$ cat src/rtl/weight_mem_pkg.sv
// Shared types and saturating arithmetic for the weight memory block.
package weight_mem_pkg;

  typedef enum logic [1:0] {
    OP_READ   = 2'b00,
    OP_WRITE  = 2'b01,
    OP_UPDATE = 2'b10,
    OP_CLEAR  = 2'b11
  } op_e;

  typedef enum logic [1:0] {
    ST_IDLE   = 2'b00,
    ST_UPD_WR = 2'b01,
    ST_CLR    = 2'b10
  } state_e;

  // Adds two sign-extended w-bit values one bit wider than w and clamps to the w-bit range.
  function automatic logic signed [31:0] sat_add(input logic signed [31:0] a,
                                                 input logic signed [31:0] b,
                                                 input int w);
    logic signed [32:0] sum;
    logic signed [32:0] hi;
    logic signed [32:0] lo;
    sum = {a[31], a} + {b[31], b};
    hi  = (33'sd1 <<< (w - 1)) - 33'sd1;
    lo  = -(33'sd1 <<< (w - 1));
    if (sum > hi) begin
      sum = hi;
    end else if (sum < lo) begin
      sum = lo;
    end
    return 32'(sum);
  endfunction

endpackage

$ cat src/rtl/weight_mem_if.sv
// Request/response bus between a requester (master) and weight_mem (slave).
interface weight_mem_if #(
  parameter int DATA_W = 8,
  parameter int DEPTH  = 16
);
  localparam int ADDR_W = (DEPTH > 1) ? $clog2(DEPTH) : 1;

  logic                     req_valid;
  logic                     req_ready;
  logic [1:0]               req_op;
  logic [ADDR_W-1:0]        req_addr;
  logic signed [DATA_W-1:0] req_data;
  logic                     rsp_valid;
  logic signed [DATA_W-1:0] rsp_data;
  logic                     busy;

  modport master (
    output req_valid, req_op, req_addr, req_data,
    input  req_ready, rsp_valid, rsp_data, busy
  );

  modport slave (
    input  req_valid, req_op, req_addr, req_data,
    output req_ready, rsp_valid, rsp_data, busy
  );
endinterface

$ cat src/rtl/weight_sat_add.sv
// Combinational saturating adder for DATA_W-bit signed weights.
module weight_sat_add
  import weight_mem_pkg::*;
#(
  parameter int DATA_W = 8
) (
  input  logic signed [DATA_W-1:0] a,
  input  logic signed [DATA_W-1:0] b,
  output logic signed [DATA_W-1:0] y
);

  assign y = DATA_W'(sat_add(32'(a), 32'(b), DATA_W));

endmodule

$ cat src/rtl/weight_mem.sv
// Signed weight store with READ/WRITE/UPDATE (saturating add) ops.
// Optional bulk CLEAR is built when WEIGHT_MEM_CLEAR_EN is defined.
module weight_mem
  import weight_mem_pkg::*;
#(
  parameter int DATA_W = 8,
  parameter int DEPTH  = 16
) (
  input  logic        clk,
  input  logic        rst_n,
  weight_mem_if.slave bus
);

  localparam int ADDR_W = (DEPTH > 1) ? $clog2(DEPTH) : 1;
  localparam logic [ADDR_W:0] DEPTH_L = (ADDR_W + 1)'(DEPTH);

  state_e                   state;
  logic signed [DATA_W-1:0] mem [DEPTH];
  logic [ADDR_W-1:0]        upd_addr_p1;
  logic signed [DATA_W-1:0] upd_old_p1;
  logic signed [DATA_W-1:0] upd_delta_p1;
  logic                     upd_ok_p1;
  logic signed [DATA_W-1:0] upd_sum;
  logic signed [DATA_W-1:0] rd_val;
  logic                     addr_ok;
  logic                     accept;
  op_e                      op;

`ifdef WEIGHT_MEM_CLEAR_EN
  localparam logic [ADDR_W-1:0] CLR_LAST = ADDR_W'(DEPTH - 1);
  logic [ADDR_W-1:0] clr_cnt;
`endif

  assign op            = op_e'(bus.req_op);
  assign bus.req_ready = (state == ST_IDLE);
  assign bus.busy      = (state != ST_IDLE);
  assign accept        = bus.req_valid && bus.req_ready;
  // Out-of-range indices (non-power-of-two DEPTH) read as zero and are never written.
  assign addr_ok       = ({1'b0, bus.req_addr} < DEPTH_L);
  assign rd_val        = addr_ok ? mem[bus.req_addr] : '0;

  weight_sat_add #(.DATA_W(DATA_W)) u_sat_add (
    .a(upd_old_p1),
    .b(upd_delta_p1),
    .y(upd_sum)
  );

  always_ff @(posedge clk or negedge rst_n) begin
    if (!rst_n) begin
      state         <= ST_IDLE;
      bus.rsp_valid <= 1'b0;
      bus.rsp_data  <= '0;
      upd_addr_p1   <= '0;
      upd_old_p1    <= '0;
      upd_delta_p1  <= '0;
      upd_ok_p1     <= 1'b0;
      for (int i = 0; i < DEPTH; i++) begin
        mem[i] <= '0;
      end
`ifdef WEIGHT_MEM_CLEAR_EN
      clr_cnt <= '0;
`endif
    end else begin
      bus.rsp_valid <= 1'b0;
      case (state)
        // Stage p0: accept and either complete or latch operands
        ST_IDLE: begin
          if (accept) begin
            case (op)
              OP_READ: begin
                bus.rsp_valid <= 1'b1;
                bus.rsp_data  <= rd_val;
              end
              OP_WRITE: begin
                if (addr_ok) begin
                  mem[bus.req_addr] <= bus.req_data;
                end
                bus.rsp_valid <= 1'b1;
                bus.rsp_data  <= addr_ok ? bus.req_data : '0;
              end
              OP_UPDATE: begin
                upd_addr_p1  <= bus.req_addr;
                upd_old_p1   <= rd_val;
                upd_delta_p1 <= bus.req_data;
                upd_ok_p1    <= addr_ok;
                state        <= ST_UPD_WR;
              end
              OP_CLEAR: begin
`ifdef WEIGHT_MEM_CLEAR_EN
                clr_cnt <= '0;
                state   <= ST_CLR;
`endif
              end
              default: ;
            endcase
          end
        end
        // Stage p1: write back the saturated sum
        ST_UPD_WR: begin
          if (upd_ok_p1) begin
            mem[upd_addr_p1] <= upd_sum;
          end
          bus.rsp_valid <= 1'b1;
          bus.rsp_data  <= upd_ok_p1 ? upd_sum : '0;
          state         <= ST_IDLE;
        end
`ifdef WEIGHT_MEM_CLEAR_EN
        ST_CLR: begin
          mem[clr_cnt] <= '0;
          if (clr_cnt == CLR_LAST) begin
            bus.rsp_valid <= 1'b1;
            bus.rsp_data  <= '0;
            state         <= ST_IDLE;
          end else begin
            clr_cnt <= clr_cnt + 1'b1;
          end
        end
`endif
        default: state <= ST_IDLE;
      endcase
    end
  end

endmodule

$ cat src/flat_wrapper.sv
// flat-port wrapper written by rule: the top's interface ports become plain ports
module weight_mem_flat import weight_mem_pkg::*;
#(
  parameter int DATA_W = 8,
  parameter int DEPTH  = 16
)
  (clk, rst_n, bus_req_valid, bus_req_op, bus_req_addr, bus_req_data, bus_req_ready, bus_rsp_valid, bus_rsp_data, bus_busy);
  weight_mem_if #(.DATA_W(DATA_W), .DEPTH(DEPTH)) bus_i ();
  input  logic clk;
  input  logic rst_n;
  input wire logic [$bits(bus_i.req_valid)-1:0] bus_req_valid;
  input wire logic [$bits(bus_i.req_op)-1:0] bus_req_op;
  input wire logic [$bits(bus_i.req_addr)-1:0] bus_req_addr;
  input wire logic [$bits(bus_i.req_data)-1:0] bus_req_data;
  output wire logic [$bits(bus_i.req_ready)-1:0] bus_req_ready;
  output wire logic [$bits(bus_i.rsp_valid)-1:0] bus_rsp_valid;
  output wire logic [$bits(bus_i.rsp_data)-1:0] bus_rsp_data;
  output wire logic [$bits(bus_i.busy)-1:0] bus_busy;
  assign bus_i.req_valid = bus_req_valid;
  assign bus_i.req_op = bus_req_op;
  assign bus_i.req_addr = bus_req_addr;
  assign bus_i.req_data = bus_req_data;
  assign bus_req_ready = bus_i.req_ready;
  assign bus_rsp_valid = bus_i.rsp_valid;
  assign bus_rsp_data = bus_i.rsp_data;
  assign bus_busy = bus_i.busy;
  weight_mem #(.DATA_W(DATA_W), .DEPTH(DEPTH)) u_core (.clk(clk), .rst_n(rst_n), .bus(bus_i));
endmodule
$ cat config.mk
export PLATFORM = sky130hd
export DESIGN_NAME = weight_mem_flat
export DESIGN_NICKNAME = d
export VERILOG_FILES = /design/src/rtl/weight_mem_pkg.sv /design/src/rtl/weight_mem_if.sv /design/src/rtl/weight_sat_add.sv /design/src/rtl/weight_mem.sv /design/src/flat_wrapper.sv
export SDC_FILE = /design/constraint.sdc
export NUM_CORES = 1
export LEC_CHECK = 0
export CAP_MARGIN = 20
export CORE_ASPECT_RATIO = 0.5
export CORE_UTILIZATION = 30
export CTS_CLUSTER_DIAMETER = 200
export CTS_CLUSTER_SIZE = 30
export DETAILED_ROUTE_END_ITERATION = 12
export MAX_ROUTING_LAYER = met4
export PLACE_DENSITY = 0.43
export SYNTH_ARGS = -nofsm -noshare
export SYNTH_HDL_FRONTEND = slang
export SYNTH_HIERARCHICAL = 1
export SYNTH_SLANG_ARGS = --single-unit
$ cat constraint.sdc
create_clock -name clk -period 8.1 [get_ports clk]
set_input_delay 2.43 -clock clk [delete_from_list [all_inputs] [get_ports clk]]
set_output_delay 2.43 -clock clk [all_outputs]
set_load 0.02 [all_outputs]
==> impl_metrics.toml <==
[outcome]
status = "complete, no violations"

[placed_design]
gp_congestion = 0.771
placedCellCount = 1183
placed_cell_area_sq_mm = 0.00990
dpl.hpwl_microns = 19400
port_buffers = 27
dpl_worst_slack_ns = 2.91

[die]
die_w_microns = 252
start_util = 0.308
core-area_sq_mm = 0.0305
die_area_sq_mm = 0.0320
rows = 45
die_y_microns = 127
boundaryPins = 28

[clocking]
cts.root.buffer_cell = "clkbuf_16"
cts_inserted_buffers = 17
cts_hold_buf = 0
cts.sinks = 159
clkLatencyLatePin_ns = 0.44
htreeDepth = 4
cts_tree = "done"
clkSlewWorstSetupHoldPaths_ns = 0.06
cts.path.max_buffers = 2
post_cts_buffers = 0
cts_resized = 0

[critical_path]
startpoint_type = "register"
crit_chain = "buf_4 -> inv_2 -> clkdlybuf4s50_1"
arrival_ns = 2.33
worst-r2r-cell-count = 10
worst-path-max-fanout = 29
startpoint = "u_core/state[0]$_DFFE_PN0P_"
timing.rr.start = "u_core/upd_old_p1[0]$_DFFE_PN0P_"
crit_path_end_kind = "output port"
crit_type = "register to output port"
cpPeakStageDelay_ns = 0.73
regToRegSetupSlack_ns = 4.37
crit_end = "bus_req_ready"
r2r_end = "u_core/mem[94]$_DFFE_PN0P_"
worst_path_max_delay_cell = "clkdlybuf4s50_1"
required_ns = 5.67

[hold_path]
hold_path.class = "register to register"

[cells_and_area]
antennaDiodeCount = 0
final_cells = 1216
layout.nets = 806
post-route-util = 0.344
drive_gt1_frac = 0.197
final_area_sq_mm = 0.0105
area_delta_synth_final_pct = 12.0

[sta]
rsz0062_at_grt = "false"
fin_hold_ws_ns = 0.464
report.final.slew_viol_count = 0
fin_skew_ns = 0.00922
finalSetupViolCount = 0
relSlewSlack = 0.308
fin_crit_ns = 4.76
clock.fmax_mhz = 210
hold_viol_final = 0
fin_crit_sh = 0.588
finalWorstSetupSlack_ns = 3.34
worst_pin_slew_ns = 1.04
tns_ns = 0

[job]
drv_cap = 0

[logic_synthesis]
synth_fp_nets = 824
synth.top_cell.area_share = 0.424
synth_top_area_cell = "dfrtp_1"
synthDistinctLibCells = 54
synth.avg_cell_area_sq_um = 11.8
synthCells = 798
ys_seq_elements = 159
seq_area_frac_synth = 0.424
syn_area_sq_mm = 0.00938
synth_warnings = 6
yosys-top-cells-area = "dfrtp_1 (42%), mux2_1 (12%), o22ai_1 (8.5%)"

[drt]
dr_total_vias = 6856
wl_microns = 30100
drt_iter0_drc = 536
post_drt_via_cell_ratio = 5.64
ant_nets = 0
routedWlPerCell_microns = 24.7
drt_pass1_iterations = 5
drcViolationCount = 0

[global_route]
grt_antenna_before_repair = 0
gr-total-overflow = 0
grt_max_degree = 88
grt_first_pass_wirelength_microns = 45600
grt_pass1_vias = 6829
grt_usage = 0.199

[power_and_ir_drop]
ir_drop_v = 0.000155
power.share.clock = 0.412
power.total_mw = 2.02
leakage_nw = 4.61
p_int_mw = 1.44
p_sw_mw = 0.579
sw_frac_of_total = 0.287
power_density_mw_per_mm2 = 192
pwr-share-seq = 0.431
combPwrFrac = 0.158
==> worst max-delay path: cells and delay by family, from the launching register on <==
kind / cells / cell delay (ns)
buffers and inverters: 3 / 1.53
flip-flops: 1 / 0.35
==> layer usage <==
metal | share of wire | track usage | up-vias
met4 | 0.015 | 0.0535 | 0
li1 | - | - | 3031
met5 | 0 | - | -
met3 | 0.055 | 0.0338 | 27
met1 | 0.52 | 0.301 | 3567
met2 | 0.41 | 0.270 | 231
==> Yosys cell counts, drive strengths merged <==
library cell	number
and2	1
a22oi	1
o221ai	1
nor3	3
nand4b	8
a221oi	8
mux2i	8
a21o	1
o21ai	15
o22ai	128
mux4	32
clkinv	1
or4	2
a221o	1
nor2	33
a31o	1
ha	8
nand2	85
nand3	2
a31oi	10
buf	32
and2b	1
nor2b	4
inv	4
a211oi	1
nand4	2
dfrtp	159
maj3	7
clkbuf	41
nor4b	2
or4b	8
a211o	1
o21bai	1
fa	1
mux2	155
nand4bb	12
xnor2	4
xor2	1
nand2b	2
a21oi	11
==> kinds of logic after synthesis <==
family          share of synthesized area
xor+xnor                          0.00467
fa+ha+maj                          0.0212
simple gates                        0.105
compound gates                      0.125
flops                               0.424
buf+inv                            0.0380
mux                                 0.282
==> worst min path at each step <==
stage | cells past startpoint | slack (ns) | endpoint | start
after floorplan | 1 | 0.43 | u_core/upd_ok_p1$_DFFE_PN0P_ | u_core/upd_ok_p1$_DFFE_PN0P_
after global placement | 1 | 0.45 | u_core/upd_ok_p1$_DFFE_PN0P_ | u_core/upd_ok_p1$_DFFE_PN0P_
after detailed placement | 1 | 0.45 | u_core/upd_ok_p1$_DFFE_PN0P_ | u_core/upd_ok_p1$_DFFE_PN0P_
after CTS | 1 | 0.47 | u_core/upd_ok_p1$_DFFE_PN0P_ | u_core/upd_ok_p1$_DFFE_PN0P_
after global routing | 1 | 0.48 | u_core/upd_ok_p1$_DFFE_PN0P_ | u_core/upd_ok_p1$_DFFE_PN0P_
final | 1 | 0.46 | u_core/upd_ok_p1$_DFFE_PN0P_ | u_core/upd_ok_p1$_DFFE_PN0P_
==> power by group through the flow <==
stage | Clock (mW) | Combinational, mW | Sequential (mW)
2_1_floorplan | 0 | 0.210 | 0.869
3_3_place_gp | 0 | 0.314 | 0.883
3_5_place_dp | 0 | 0.314 | 0.883
4_1_cts | 0.848 | 0.316 | 0.868
5_1_grt | 0.884 | 0.341 | 0.874
6_report | 0.830 | 0.318 | 0.869
==> placed cells by master (no fill, tap or decap), drive strengths merged, types with 10 or more instances in the layout <==
cell,synthesis,routed
dfrtp,159,159
mux2,155,155
o22ai,128,128
nand2,85,85
nor2,33,33
mux4,32,32
clkdlybuf4s50,0,23
clkbuf,41,22
o21ai,15,15
buf,32,13
nand4bb,12,12
a21oi,11,11
a31oi,10,10
==> final cells by class <==
cell class | count | area (sq um)
fill | 3053 | 20000
multi-input combinational | 561 | 5060
sequential | 159 | 3980
tap | 423 | 529
clock buffer | 22 | 454
timing repair buffer | 36 | 332
clock inverter | 10 | 136
inverter | 5 | 18.8
==> state kept, by name (all words and copies together), names as in the netlist <==
| register | cells |
|---|---|
| u_core/upd_old_p1 | 8 |
| u_core/mem | 128 |
| u_core/upd_delta_p1 | 8 |
| u_core/bus.rsp_valid | 1 |
| u_core/upd_ok_p1 | 1 |
| u_core/state | 1 |
| u_core/bus.rsp_data | 8 |
| u_core/upd_addr_p1 | 4 |
Power figures use the tool's default switching activity.
